===== config.mk =====
export PLATFORM = sky130hd
export DESIGN_NAME = alu_ctrl_pipe_flat
export DESIGN_NICKNAME = d
export VERILOG_FILES = /design/src/rtl/alu_ctrl_pkg.sv /design/src/rtl/alu_ctrl_pipe_if.sv /design/src/rtl/alu_op_decode.sv /design/src/rtl/alu_ctrl_pipe.sv /design/src/flat_wrapper.sv
export SDC_FILE = /design/constraint.sdc
export NUM_CORES = 1
export LEC_CHECK = 0
export ABC_CLOCK_PERIOD_IN_PS = 2700
export CORE_ASPECT_RATIO = 1.75
export CORE_MARGIN = 10
export CORE_UTILIZATION = 55
export DETAILED_ROUTE_END_ITERATION = 8
export GPL_TIMING_DRIVEN = 0
export PLACE_DENSITY = 0.85
export SYNTH_ARGS = -nofsm -noshare
export SYNTH_HDL_FRONTEND = slang
export SYNTH_SLANG_ARGS = --single-unit

===== constraint.sdc =====
create_clock -name clk -period 2.7 [get_ports clk]
set_input_delay 0.54 -clock clk [delete_from_list [all_inputs] [get_ports clk]]
set_output_delay 0.54 -clock clk [all_outputs]
set_load 0.05 [all_outputs]

===== src/rtl/alu_ctrl_pkg.sv =====
// Shared constants, decode payload and FSM state type for the ALU control pipe.
package alu_ctrl_pkg;

  localparam int unsigned CNT_W  = 8;
  localparam int unsigned OP_W   = 5;
  localparam int unsigned OPC_W  = 7;
  localparam int unsigned F3_W   = 3;
  localparam int unsigned F7_W   = 7;

  // RV32 major opcodes
  localparam logic [OPC_W-1:0] OPC_LUI    = 7'b0110111;
  localparam logic [OPC_W-1:0] OPC_AUIPC  = 7'b0010111;
  localparam logic [OPC_W-1:0] OPC_OP     = 7'b0110011;
  localparam logic [OPC_W-1:0] OPC_OP_IMM = 7'b0010011;
  localparam logic [OPC_W-1:0] OPC_LOAD   = 7'b0000011;
  localparam logic [OPC_W-1:0] OPC_STORE  = 7'b0100011;
  localparam logic [OPC_W-1:0] OPC_BRANCH = 7'b1100011;
  localparam logic [OPC_W-1:0] OPC_JAL    = 7'b1101111;
  localparam logic [OPC_W-1:0] OPC_JALR   = 7'b1100111;

  // funct7 classes
  localparam logic [F7_W-1:0] F7_BASE   = 7'b0000000;
  localparam logic [F7_W-1:0] F7_ALT    = 7'b0100000;
  localparam logic [F7_W-1:0] F7_MULDIV = 7'b0000001;

  // ALU operation codes
  localparam logic [OP_W-1:0] ALU_ADD    = 5'b00000;
  localparam logic [OP_W-1:0] ALU_SUB    = 5'b00001;
  localparam logic [OP_W-1:0] ALU_AND    = 5'b00010;
  localparam logic [OP_W-1:0] ALU_OR     = 5'b00011;
  localparam logic [OP_W-1:0] ALU_XOR    = 5'b00110;
  localparam logic [OP_W-1:0] ALU_LUI    = 5'b01000;
  localparam logic [OP_W-1:0] ALU_SRL    = 5'b01010;
  localparam logic [OP_W-1:0] ALU_SRA    = 5'b01011;
  localparam logic [OP_W-1:0] ALU_SLL    = 5'b01101;
  localparam logic [OP_W-1:0] ALU_BEQ    = 5'b10000;
  localparam logic [OP_W-1:0] ALU_BNE    = 5'b10001;
  localparam logic [OP_W-1:0] ALU_BLT    = 5'b10010;
  localparam logic [OP_W-1:0] ALU_BGE    = 5'b10011;
  localparam logic [OP_W-1:0] ALU_BLTU   = 5'b10100;
  localparam logic [OP_W-1:0] ALU_BGEU   = 5'b10101;
  localparam logic [OP_W-1:0] ALU_SLT    = 5'b10110;
  localparam logic [OP_W-1:0] ALU_SLTU   = 5'b10111;
  localparam logic [OP_W-1:0] ALU_MUL    = 5'b11000;
  localparam logic [OP_W-1:0] ALU_MULH   = 5'b11001;
  localparam logic [OP_W-1:0] ALU_MULHSU = 5'b11010;
  localparam logic [OP_W-1:0] ALU_MULHU  = 5'b11011;
  localparam logic [OP_W-1:0] ALU_DIV    = 5'b11100;
  localparam logic [OP_W-1:0] ALU_DIVU   = 5'b11101;
  localparam logic [OP_W-1:0] ALU_REM    = 5'b11110;
  localparam logic [OP_W-1:0] ALU_REMU   = 5'b11111;

  typedef enum logic [1:0] {
    ST_EMPTY = 2'd0,
    ST_BUSY  = 2'd1,
    ST_FULL  = 2'd2
  } state_e;

  typedef struct packed {
    logic [OP_W-1:0] op;
    logic            illegal;
    logic            multicycle;
    logic            is_div;
  } dec_t;

  // Register/immediate arithmetic selected by funct3 with the base funct7
  function automatic logic [OP_W-1:0] base_op(input logic [F3_W-1:0] f3);
    logic [OP_W-1:0] r;
    r = ALU_ADD;
    case (f3)
      3'b000: r = ALU_ADD;
      3'b001: r = ALU_SLL;
      3'b010: r = ALU_SLT;
      3'b011: r = ALU_SLTU;
      3'b100: r = ALU_XOR;
      3'b101: r = ALU_SRL;
      3'b110: r = ALU_OR;
      3'b111: r = ALU_AND;
      default: r = ALU_ADD;
    endcase
    return r;
  endfunction

endpackage


===== src/rtl/alu_ctrl_pipe_if.sv =====
// ID-side issue handshake and EX-side decoded-op handshake.
interface alu_ctrl_pipe_if;
  import alu_ctrl_pkg::*;

  logic              in_valid;
  logic              in_ready;
  logic [OPC_W-1:0]  ALUOp;
  logic [F3_W-1:0]   funct3;
  logic [F7_W-1:0]   funct7;
  logic              out_valid;
  logic              out_ready;
  logic [OP_W-1:0]   ALU_operation;
  logic              illegal;
  logic              multicycle;
  logic              busy;

  modport slave (
    input  in_valid, ALUOp, funct3, funct7, out_ready,
    output in_ready, out_valid, ALU_operation, illegal, multicycle, busy
  );

  modport master (
    output in_valid, ALUOp, funct3, funct7, out_ready,
    input  in_ready, out_valid, ALU_operation, illegal, multicycle, busy
  );
endinterface


===== src/rtl/alu_op_decode.sv =====
// Pure combinational RV32I(+M) opcode/funct decode into the ALU operation code.
module alu_op_decode
  import alu_ctrl_pkg::*;
#(
  parameter bit ENABLE_M = 1'b1
) (
  input  logic [OPC_W-1:0] opcode,
  input  logic [F3_W-1:0]  funct3,
  input  logic [F7_W-1:0]  funct7,
  output dec_t             dec
);

  // Illegal paths leave op at ADD (00000) and only raise illegal
  always_comb begin
    dec = '0;
    case (opcode)
      OPC_LUI: dec.op = ALU_LUI;
      OPC_AUIPC, OPC_JAL, OPC_JALR: dec.op = ALU_ADD;
      OPC_LOAD: begin
        case (funct3)
          3'b000, 3'b001, 3'b010, 3'b100, 3'b101: dec.op = ALU_ADD;
          default: dec.illegal = 1'b1;
        endcase
      end
      OPC_STORE: begin
        case (funct3)
          3'b000, 3'b001, 3'b010: dec.op = ALU_ADD;
          default: dec.illegal = 1'b1;
        endcase
      end
      OPC_BRANCH: begin
        case (funct3)
          3'b000: dec.op = ALU_BEQ;
          3'b001: dec.op = ALU_BNE;
          3'b100: dec.op = ALU_BLT;
          3'b101: dec.op = ALU_BGE;
          3'b110: dec.op = ALU_BLTU;
          3'b111: dec.op = ALU_BGEU;
          default: dec.illegal = 1'b1;
        endcase
      end
      OPC_OP: begin
        case (funct7)
          F7_BASE: dec.op = base_op(funct3);
          F7_ALT: begin
            case (funct3)
              3'b000: dec.op = ALU_SUB;
              3'b101: dec.op = ALU_SRA;
              default: dec.illegal = 1'b1;
            endcase
          end
          F7_MULDIV: begin
            if (ENABLE_M) begin
              dec.op         = {2'b11, funct3};
              dec.multicycle = 1'b1;
              dec.is_div     = funct3[2];
            end else begin
              dec.illegal = 1'b1;
            end
          end
          default: dec.illegal = 1'b1;
        endcase
      end
      OPC_OP_IMM: begin
        case (funct3)
          3'b001: begin
            if (funct7 == F7_BASE) dec.op = ALU_SLL;
            else                   dec.illegal = 1'b1;
          end
          3'b101: begin
            if (funct7 == F7_BASE)     dec.op = ALU_SRL;
            else if (funct7 == F7_ALT) dec.op = ALU_SRA;
            else                       dec.illegal = 1'b1;
          end
          default: dec.op = base_op(funct3);
        endcase
      end
      default: dec.illegal = 1'b1;
    endcase
  end

endmodule


===== src/rtl/alu_ctrl_pipe.sv =====
// Registered ALU control stage between ID and EX; holds off issue while an M op occupies EX.
module alu_ctrl_pipe
  import alu_ctrl_pkg::*;
#(
  parameter bit          ENABLE_M   = 1'b1,
  parameter int unsigned MUL_CYCLES = 3,
  parameter int unsigned DIV_CYCLES = 33
) (
  input  logic            clk,
  input  logic            reset_n,
  input  logic            flush,
  alu_ctrl_pipe_if.slave  bus
);

  localparam logic [CNT_W-1:0] MUL_LAT_M1 = CNT_W'(MUL_CYCLES - 1);
  localparam logic [CNT_W-1:0] DIV_LAT_M1 = CNT_W'(DIV_CYCLES - 1);

  state_e           state_q, state_d;
  logic [CNT_W-1:0] cnt_q, cnt_d;
  logic [OP_W-1:0]  op_q, op_d;
  logic             ill_q, ill_d;
  logic             mc_q, mc_d;
  logic             out_valid_q;
  logic             busy_q;
  logic             in_ready_c;
  logic             accept_c;
  logic             load_c;
  logic [CNT_W-1:0] lat_m1_c;
  dec_t             dec_c;

  alu_op_decode #(
    .ENABLE_M (ENABLE_M)
  ) u_dec (
    .opcode (bus.ALUOp),
    .funct3 (bus.funct3),
    .funct7 (bus.funct7),
    .dec    (dec_c)
  );

  // Accept when empty, or when the held op retires this cycle; never during flush
  assign in_ready_c = !flush &&
                      ((state_q == ST_EMPTY) || ((state_q == ST_FULL) && bus.out_ready));
  assign accept_c   = bus.in_valid && in_ready_c;
  assign lat_m1_c   = dec_c.is_div ? DIV_LAT_M1 : MUL_LAT_M1;

  // Next-state, countdown and entry capture
  always_comb begin
    state_d = state_q;
    cnt_d   = cnt_q;
    op_d    = op_q;
    ill_d   = ill_q;
    mc_d    = mc_q;
    load_c  = 1'b0;

    unique case (state_q)
      ST_EMPTY: load_c = accept_c;
      ST_BUSY: begin
        // The edge that takes the count to zero also presents the op
        if (cnt_q <= CNT_W'(1)) begin
          state_d = ST_FULL;
          cnt_d   = '0;
        end else begin
          cnt_d = cnt_q - CNT_W'(1);
        end
      end
      ST_FULL: begin
        if (bus.out_ready) begin
          load_c = accept_c;
          if (!accept_c) state_d = ST_EMPTY;
        end
      end
      default: state_d = ST_EMPTY;
    endcase

    if (load_c) begin
      op_d  = dec_c.op;
      ill_d = dec_c.illegal;
      mc_d  = dec_c.multicycle;
      if (dec_c.multicycle && (lat_m1_c != '0)) begin
        state_d = ST_BUSY;
        cnt_d   = lat_m1_c;
      end else begin
        state_d = ST_FULL;
        cnt_d   = '0;
      end
    end

    if (flush) begin
      state_d = ST_EMPTY;
      cnt_d   = '0;
      op_d    = '0;
      ill_d   = 1'b0;
      mc_d    = 1'b0;
    end
  end

  // State, counter and registered outputs
  always_ff @(posedge clk or negedge reset_n) begin
    if (!reset_n) begin
      state_q     <= ST_EMPTY;
      cnt_q       <= '0;
      op_q        <= '0;
      ill_q       <= 1'b0;
      mc_q        <= 1'b0;
      out_valid_q <= 1'b0;
      busy_q      <= 1'b0;
    end else begin
      state_q     <= state_d;
      cnt_q       <= cnt_d;
      op_q        <= op_d;
      ill_q       <= ill_d;
      mc_q        <= mc_d;
      out_valid_q <= (state_d == ST_FULL);
      busy_q      <= (state_d == ST_BUSY);
    end
  end

  assign bus.in_ready      = in_ready_c;
  assign bus.out_valid     = out_valid_q;
  assign bus.ALU_operation = op_q;
  assign bus.illegal       = ill_q;
  assign bus.multicycle    = mc_q;
  assign bus.busy          = busy_q;

endmodule

===== src/flat_wrapper.sv =====
// flat-port wrapper written by rule: the top's interface ports become plain ports
module alu_ctrl_pipe_flat import alu_ctrl_pkg::*;
#(
  parameter bit          ENABLE_M   = 1'b1,
  parameter int unsigned MUL_CYCLES = 3,
  parameter int unsigned DIV_CYCLES = 33
)
  (clk, reset_n, flush, bus_in_valid, bus_ALUOp, bus_funct3, bus_funct7, bus_out_ready, bus_in_ready, bus_out_valid, bus_ALU_operation, bus_illegal, bus_multicycle, bus_busy);
  alu_ctrl_pipe_if bus_i ();
  input  logic clk;
  input  logic reset_n;
  input  logic flush;
  input wire logic [$bits(bus_i.in_valid)-1:0] bus_in_valid;
  input wire logic [$bits(bus_i.ALUOp)-1:0] bus_ALUOp;
  input wire logic [$bits(bus_i.funct3)-1:0] bus_funct3;
  input wire logic [$bits(bus_i.funct7)-1:0] bus_funct7;
  input wire logic [$bits(bus_i.out_ready)-1:0] bus_out_ready;
  output wire logic [$bits(bus_i.in_ready)-1:0] bus_in_ready;
  output wire logic [$bits(bus_i.out_valid)-1:0] bus_out_valid;
  output wire logic [$bits(bus_i.ALU_operation)-1:0] bus_ALU_operation;
  output wire logic [$bits(bus_i.illegal)-1:0] bus_illegal;
  output wire logic [$bits(bus_i.multicycle)-1:0] bus_multicycle;
  output wire logic [$bits(bus_i.busy)-1:0] bus_busy;
  assign bus_i.in_valid = bus_in_valid;
  assign bus_i.ALUOp = bus_ALUOp;
  assign bus_i.funct3 = bus_funct3;
  assign bus_i.funct7 = bus_funct7;
  assign bus_i.out_ready = bus_out_ready;
  assign bus_in_ready = bus_i.in_ready;
  assign bus_out_valid = bus_i.out_valid;
  assign bus_ALU_operation = bus_i.ALU_operation;
  assign bus_illegal = bus_i.illegal;
  assign bus_multicycle = bus_i.multicycle;
  assign bus_busy = bus_i.busy;
  alu_ctrl_pipe #(.ENABLE_M(ENABLE_M), .MUL_CYCLES(MUL_CYCLES), .DIV_CYCLES(DIV_CYCLES)) u_core (.clk(clk), .reset_n(reset_n), .flush(flush), .bus(bus_i));
endmodule

=== Word level (Yosys, flattened, before mapping) ===
Memory sizes are Yosys's and may differ from the RTL's.
Index checks and enable logic that the tools add are counted.
W data, S select, Z words.

* Bits in registers: 19
* Memory bits (read-only): 80
* Input port bits: 22
* Output and inout bits: 10
* Word-level logic and storage cells: 91
* Memories kept: 2

{| class="wikitable"
|+ Memories
! name !! depth !! bits a word !! read ports !! clocked after Yosys merged registers in !! wr ports !! line !! text
|-
| (no name shown) || 8 || 5 || 1 || 0 || 0 || alu_ctrl_pkg.sv:70 || <nowiki>case (f3)</nowiki>
|-
| (no name shown) || 8 || 5 || 1 || 0 || 0 || alu_ctrl_pkg.sv:70 ||
|}

* Add/sub/neg operators: 1
* $lt $le $gt $ge: 1
* Equal/unequal tests: 21
* Multiplexer cells: 41
* Reductions and logical operators: 18

{| class="wikitable"
|+ Operators by type and width
! kind !! number
|-
| $mux W8 || 5
|-
| $pmux W5 S6 || 1
|-
| $eq A7 B6 Y1 const B || 4
|-
| $eq A7 B7 Y1 const B || 3
|-
| $pmux W5 S4 || 1
|-
| $mux W2 || 8
|-
| $pmux W5 S3 || 1
|-
| $eq A7 B5 Y1 const B || 2
|-
| $eq A3 B3 Y1 const B || 4
|-
| $mux W1 || 12
|-
| $mux W4 || 3
|-
| $mux W5 || 2
|-
| $pmux W5 S2 || 1
|-
| $le A8 B1 Y1 const B || 1
|-
| $pmux W4 S2 || 1
|-
| $reduce_bool A8 Y1 || 1
|-
| $sub A8 B1 Y8 const B || 1
|-
| $eq A7 B1 Y1 const B || 1
|-
| $eq A7 B2 Y1 const B || 1
|-
| $logic_not A7 Y1 || 1
|-
| $mux W6 || 1
|-
| $pmux W1 S2 || 3
|-
| $pmux W1 S6 || 1
|-
| $pmux W2 S3 || 1
|-
| other kinds (16) || 22
|}

=== Depth between registers and ports, before layout ===
* Depth after elaboration: 11
* Gate-level depth with buffers: 7

=== By module ===
Synthesis repeated with hierarchy kept, for this count alone.

* Cell total of the unflattened synthesis: 191
* Area total of the unflattened synthesis: 1587.8 µm²

{| class="wikitable"
|+ By module, submodules not included
! module !! instances !! cells an instance !! area an instance (µm²) !! seq. area each (µm²)
|-
| alu_ctrl_pipe || 1 || 105 || 1013.5 || 475.5
|-
| alu_op_decode || 1 || 86 || 574.3 || 0.0
|}

=== Worst setup path before layout ===
OpenSTA, ideal clock, no wires.

* Path type: input-to-output
* Start: input port flush
* End: output port bus_in_ready
* Arrival time: 1835 ps
* Required time: 2160 ps
* Path slack: 325 ps
* Cell stages on the path: 2
* Path buffers: 1
* Cells stage by stage: buf_6 > nor3b_1

* Longest elaborated chain between the ends: 2

{| class="wikitable"
|+ Ends and longest elaborated chain
! what !! line !! text
|-
| start, declared || flat_wrapper.sv:12 || <nowiki>input logic flush;</nowiki>
|-
| $logic_not A1 Y1 || alu_ctrl_pipe.sv:41 || <nowiki>assign in_ready_c = !flush &&</nowiki>
|-
| $logic_and A1 B1 Y1 || alu_ctrl_pipe.sv:41 ||
|-
| end, declared || flat_wrapper.sv:18 || <nowiki>output wire logic [$bits(bus_i.in_ready)-1:0] bus_in_ready;</nowiki>
|}

No other way between the ends.

=== Worst setup path after layout ===
* Start: input port bus_out_ready
* End: output port bus_in_ready

* Longest elaborated chain between the ends: 3

{| class="wikitable"
|+ Ends and longest elaborated chain
! what !! line !! text
|-
| start, declared || flat_wrapper.sv:17 || <nowiki>input wire logic [$bits(bus_i.out_ready)-1:0] bus_out_ready;</nowiki>
|-
| $logic_and A1 B1 Y1 || alu_ctrl_pipe.sv:42 || <nowiki>((state_q == ST_EMPTY) || ((state_q == ST_FULL) && bus.out_ready));</nowiki>
|-
| $logic_or A1 B1 Y1 || alu_ctrl_pipe.sv:42 ||
|-
| $logic_and A1 B1 Y1 || alu_ctrl_pipe.sv:41 ||
|}

No other way between the ends.

==> flow_metrics.env <==
export IMPL_cp_max_fo=4
export IMPL_sw_frac_of_total_pct=29.7
export IMPL_io_buffers=26
export IMPL_slew_viol_final=0
export IMPL_p_sw_mw=0.193
export IMPL_clock_sinks=19
export IMPL_via_count=1560
export IMPL_cts_repair_resized=1
export IMPL_grt_use_total_pct=16.2
export IMPL_r2r_end="u_core.cnt_q[7]$_DFFE_PN0P_"
export IMPL_synth_fp_nets=204
export IMPL_drive_above_1_share_pct=12.9
export IMPL_synth_compound_area_share_pct=24.8
export IMPL_slew_headroom_pct=42.6
export IMPL_grt_max_degree=20
export IMPL_grt_pass1_wl_um=7220
export IMPL_numCtsBuffers=3
export IMPL_synthFlopType="dfrtp_1"
export IMPL_rsz0062_at_grt="false"
export IMPL_route_detailed_drc=0
export IMPL_reg2reg_depth=7
export IMPL_crit_arrival_ns=1.95
export IMPL_clock_root_buffer="clkbuf_8"
export IMPL_initial_core_util_pct=57.2
export IMPL_drt_iter0_markers=42
export IMPL_r2r_start="u_core.cnt_q[0]$_DFFE_PN0P_"
export IMPL_postSynthAreaPerCell_um2=8.65
export IMPL_yosysSeqAreaShare_pct=30.5
export IMPL_hp_start="u_core.bus.multicycle$_DFFE_PN0P_"
export IMPL_wl_per_cell_um=18.0
export IMPL_die_y_um=90.4
export IMPL_hold_viol=0
export IMPL_max_freq_mhz=401
export IMPL_hpwl_um=3480
export IMPL_status="finished clean"
export IMPL_synth_top_family_by_area="simple AND/OR/NAND/NOR gates"
export IMPL_p_clk_share_pct=30.8
export IMPL_place_inst=233
export IMPL_combPwrFrac_pct=24.0
export IMPL_dieWidth_um=60.2
export IMPL_synth_edf_count=0
export IMPL_seqPwrFrac_pct=45.2
export IMPL_area_growth_pct=21.8
export IMPL_synthAdderAreaFrac_pct=1.61
export IMPL_synth_cells=180
export IMPL_yosys_area_share_simple_pct=36.7
export IMPL_holdPathEnd="u_core.bus.multicycle$_DFFE_PN0P_"
export IMPL_cts_max_path_buffers=2
export IMPL_antenna_found_initial=0
export IMPL_setup_worst_path_end_class="primary output"
export IMPL_fin_nets=235
export IMPL_synthArstFlopShare_pct=100
export IMPL_finalCriticalPeriod_ns=2.49
export IMPL_synth_area_um2=1560
export IMPL_layoutNonFillerInstCount=237
export IMPL_grt_pass1_vias=1605
export IMPL_n_antenna_cell=0
export IMPL_period_share_pct=92.4
export IMPL_tightest_slew_ns=0.858
export IMPL_ys_ff_latch=19
export IMPL_post_synth_xor_area_fraction_pct=0
export IMPL_htree_levels=1
export IMPL_finalSetupViolCount=0
export IMPL_viasPerCell=6.58
export IMPL_yosysTopAreaCell="dfrtp_1"
export IMPL_clk_pin_slew_worst_paths_ns=0.07
export IMPL_powerDensity_nw_per_um2=342
export IMPL_ys_warn_count=0
export IMPL_post_cts_setup_buffers=0
export IMPL_worstPathRequired_ns=2.16
export IMPL_utilization_pct=69.7
export IMPL_peakVddDrop_mv=0.295
export IMPL_wirelength_um=4260
export IMPL_cap_violations=0
export IMPL_holdPathStages=2
export IMPL_worstSetupPathType="input port to primary output"
export IMPL_total_leakage_power_nw=0.769
export IMPL_tns_ns=0
export IMPL_start_kind="input port"
export IMPL_drtAntennaViolNets=0
export IMPL_muxShareOfSynthArea_pct=0.643
export IMPL_cts_tree="done"
export IMPL_grt_overflow=0
export IMPL_rows=25
export IMPL_ys_top_cells_by_count="19 x dfrtp_1, 19 x nand2_1, 13 x nor2_1"
export IMPL_worst_hold_path_type="flip-flop to flip-flop"
export IMPL_clkLatencyLatePin_ns=0.26
export IMPL_top_level_ports=32
export IMPL_ff2ff_setup_slack_ns=0.63
export IMPL_first_pass_iters=5
export IMPL_ys_types=58
export IMPL_core_area_um2=2720
export IMPL_gp_congestion=0.961
export IMPL_synth_top_cell_area_share_pct=30.5
export IMPL_p_int_mw=0.456
export IMPL_p_total_mw=0.649
export IMPL_synthTopCellsByArea="dfrtp_1 31%, nand2_1 4.6%, o21ai_0 3.5%"
export IMPL_cts_hold_buf=0
export IMPL_clock_skew_ns=0.00239
export IMPL_dieArea_um2=5440
## worst max-delay path: stages
cell	delay [ns]
clkdlybuf4s50_1	0.48
nand2b_2	0.16
nor3b_1	0.21
dlygate4sd2_1	0.56
## logic make-up (layout without fill, tap and decap cells)
family | after synthesis | count (layout)
AOI/OAI and AO/OA | 53 | 53
adders and majority gates | 2 | 2
and+or+nand+nor | 88 | 88
muxes | 1 | 1
buffers and inverters | 17 | 47
DFF | 19 | 19
## metrics by stage
stage,hold slack [ns],worst slack (ns),cell area [um^2]
after global placement,0.464,-0.0315,1850
final,0.482,0.206,1900
after floorplan,0.244,0.325,1560
after global routing,0.505,0.125,1900
after detailed placement,0.472,-0.105,1850
after CTS,0.489,0.176,1900
## area by class of cell
| type | instances | area, um^2 |
|---|---|---|
| plain buffers | 8 | 56.3 |
| clock buffers | 3 | 41.3 |
| multi-input cells | 144 | 991 |
| fillers | 225 | 826 |
| well taps | 27 | 33.8 |
| flip-flops and latches | 19 | 475 |
| clock inverters | 1 | 5.00 |
| repair buffers | 26 | 259 |
| inverters | 9 | 33.8 |
## flip-flops by register name, summed over array words and instances, names as in the netlist
signal / count
u_core.bus.ALU_operation: 5
u_core.bus.busy: 1
u_core.bus.illegal: 1
u_core.bus.multicycle: 1
u_core.bus.out_valid: 1
u_core.cnt_q: 8
u_core.state_q: 2
## layer usage
metal,part of all wire [%],global-route usage [%],wire (um)
met1,35,15.7,1480
met2,55,28.7,2340
met3,4.5,1.97,192
met4,6.1,12.0,259
met5,0,0,0
## worst max-delay path by stage
| stage | end | startpoint | slack [ns] |
|---|---|---|---|
| final | bus_in_ready | bus_out_ready | 0.21 |
| after global routing | bus_in_ready | bus_out_ready | 0.12 |
| after CTS | bus_in_ready | bus_out_ready | 0.18 |
| after detailed placement | bus_in_ready | bus_out_ready | -0.11 |
| after global placement | bus_in_ready | bus_out_ready | -0.03 |
| after floorplan | bus_in_ready | flush | 0.33 |
## power groups by stage
stage	combinational [mW]	clock [mW]	sequential [mW]
after global routing	0.169	0.213	0.293
final	0.156	0.200	0.293
after detailed placement	0.155	0	0.298
after global placement	0.151	0	0.299
after floorplan	0.0834	0	0.306
after CTS	0.156	0.201	0.293
## cells in the final DEF (no fill, tap or decap), drive strengths merged, types with 3 or more instances in the layout
| cell type | count |
|---|---|
| a211oi | 4 |
| a21oi | 10 |
| a31oi | 3 |
| and3 | 3 |
| buf | 6 |
| clkbuf | 5 |
| clkdlybuf4s50 | 25 |
| dfrtp | 19 |
| inv | 8 |
| nand2 | 19 |
| nand2b | 6 |
| nand3 | 7 |
| nand4 | 3 |
| nor2 | 13 |
| nor2b | 5 |
| nor3 | 8 |
| nor3b | 5 |
| nor4 | 3 |
| o211ai | 3 |
| o21ai | 13 |
| or3 | 3 |
| or4 | 3 |
No activity file was read; power rests on OpenSTA's default activity.
==> RTL change, RTL diff (same settings) <==
`ENABLE_M` is set to 1'b1 in 3 places; all go to 1'b0.
--- a/src/rtl/alu_op_decode.sv
+++ b/src/rtl/alu_op_decode.sv
@@ -2,7 +2,7 @@
 module alu_op_decode
   import alu_ctrl_pkg::*;
 #(
-  parameter bit ENABLE_M = 1'b1
+  parameter bit ENABLE_M = 1'b0
 ) (
   input  logic [OPC_W-1:0] opcode,
   input  logic [F3_W-1:0]  funct3,
--- a/src/rtl/alu_ctrl_pipe.sv
+++ b/src/rtl/alu_ctrl_pipe.sv
@@ -2,7 +2,7 @@
 module alu_ctrl_pipe
   import alu_ctrl_pkg::*;
 #(
-  parameter bit          ENABLE_M   = 1'b1,
+  parameter bit          ENABLE_M   = 1'b0,
   parameter int unsigned MUL_CYCLES = 3,
   parameter int unsigned DIV_CYCLES = 33
 ) (
--- a/src/flat_wrapper.sv
+++ b/src/flat_wrapper.sv
@@ -1,7 +1,7 @@
 // flat-port wrapper written by rule: the top's interface ports become plain ports
 module alu_ctrl_pipe_flat import alu_ctrl_pkg::*;
 #(
-  parameter bit          ENABLE_M   = 1'b1,
+  parameter bit          ENABLE_M   = 1'b0,
   parameter int unsigned MUL_CYCLES = 3,
   parameter int unsigned DIV_CYCLES = 33
 )
Check against the original RTL: not equivalent (a bounded check fails within 4 cycles, from zero or initial values and one cycle with reset_n low).
==> RTL change against the unedited design <==
Hold slack improved by 0.017 ns; routed wire length is 16% lower; setup slack worse by 0.080 ns; combinational power down 10%; power is 2.4% lower; sequential cell count down 1; cell area is 13% lower; maximum frequency shrank 3.1%; area after synthesis shrank 18%; clock power grew 7%; critical path type unchanged; largest power group unchanged.
==> RTL change: results (changes against the unedited design) <==
Seq group=0.279 mW (-5%); Static Leak=0.666 nW (-13%); outcome=finished, final reports clean; register area share after synthesis=35.1% (+4.5 points); reg-to-reg endpoint=u_core.cnt_q[6]; Synth top cells by count=18 x dfrtp_1, 15 x nand2_1, 15 x nor2_1; syn_area_per_cell=8.39 um^2 (-3.0%); port bufs=27 (+3.8%); slowest CP cell=clkdlybuf4s50_1; Worst Hold Depth=1 (-1); worst rel slew slack=46.6% (+3.9 points); 1st-iter DRT viols=28 (-33%); comb pwr=0.140 mW (-10%); Pre-antenna DRT Iters=4 (-1); Setup Fix Bufs, Post-CTS=0 (unchanged); fin crit period=2.57 ns (+0.0804 ns); Slew Limit Fails=0 (unchanged); Worst R2R Setup Slack=0.43 ns (-0.20 ns); Hold WS=0.500 ns (+0.0173 ns); Area after DPL=1590 um^2 (-14%); placed cells=205 (-12%); vias in the first global route=1409 (-12%); Worst Hold Endpoint=u_core.cnt_q[6]; internal power=0.462 mW (+1.3%); Synth area leaders=dfrtp_1 35%, nor3_1 5.1%, nand2_1 4.4%, nor2_1 4.4%, a31oi_1 3.4%; Setup WS pre-CTS=0.113 ns (+0.218 ns); layout cells sized above 1=10.9% (-2.0 points); largest net degree at the start of global routing=19 (-5.0%); VDD IR max=0.212 mV (-28%); hpwl dp=2900 um (-17%); r2r worst-path depth=8 (+1); vias=1335 (-14%); arrival time worst endpoint=2.03 ns (+0.08 ns); worst stage delay on the critical path=0.83 ns (+0.27 ns); post-synth cell types=47 (-19%); routed vias/inst=6.39 (-3.0%); first-pass GRT wire length=6130 um (-15%); GPL Wtd Cong=0.942 (-2.0%); drt wl/cell=17.1 um (-5.0%); Overall Global Routing Usage=15.3% (-0.93 points); syn nets=177 (-13%); Hold-fix buffers, CTS=0 (unchanged); post-CTS sizing=0 (-1); Setup Skew=0.00305 ns (+0.000658 ns)
RTL change: kinds of logic (layout without fill, tap and decap cells):
group	Yosys count	count (layout)	synth area share (%)
flops	18	18	35.1
fa+ha+maj	2	2	1.95
simple gates	70	70	30.2
compound gates	45	45	25.6
mux	1	1	0.877
buf+inv	15	46	5.26
other cells	1	1	0.292
xor+xnor	1	1	0.682
RTL change: routing by layer:
layer  part of all wire, %  global-route usage [%]  up-vias
li1                      -                       -      631
met1                    35                    13.5      633
met2                    56                    28.9       58
met3                   4.6                    2.59       13
met4                   4.1                    11.2        0
met5                     0                       0        -
RTL change: final cells by class:
type / count / area [um^2]
Timing Repair Buffer: 27 / 270
Tap cell: 25 / 31.3
Buffer: 8 / 41.3
Fill cell: 184 / 633
Sequential cell: 18 / 450
Clock buffer: 4 / 55.1
Inverter: 7 / 26.3
Multi-Input combinational cell: 120 / 766
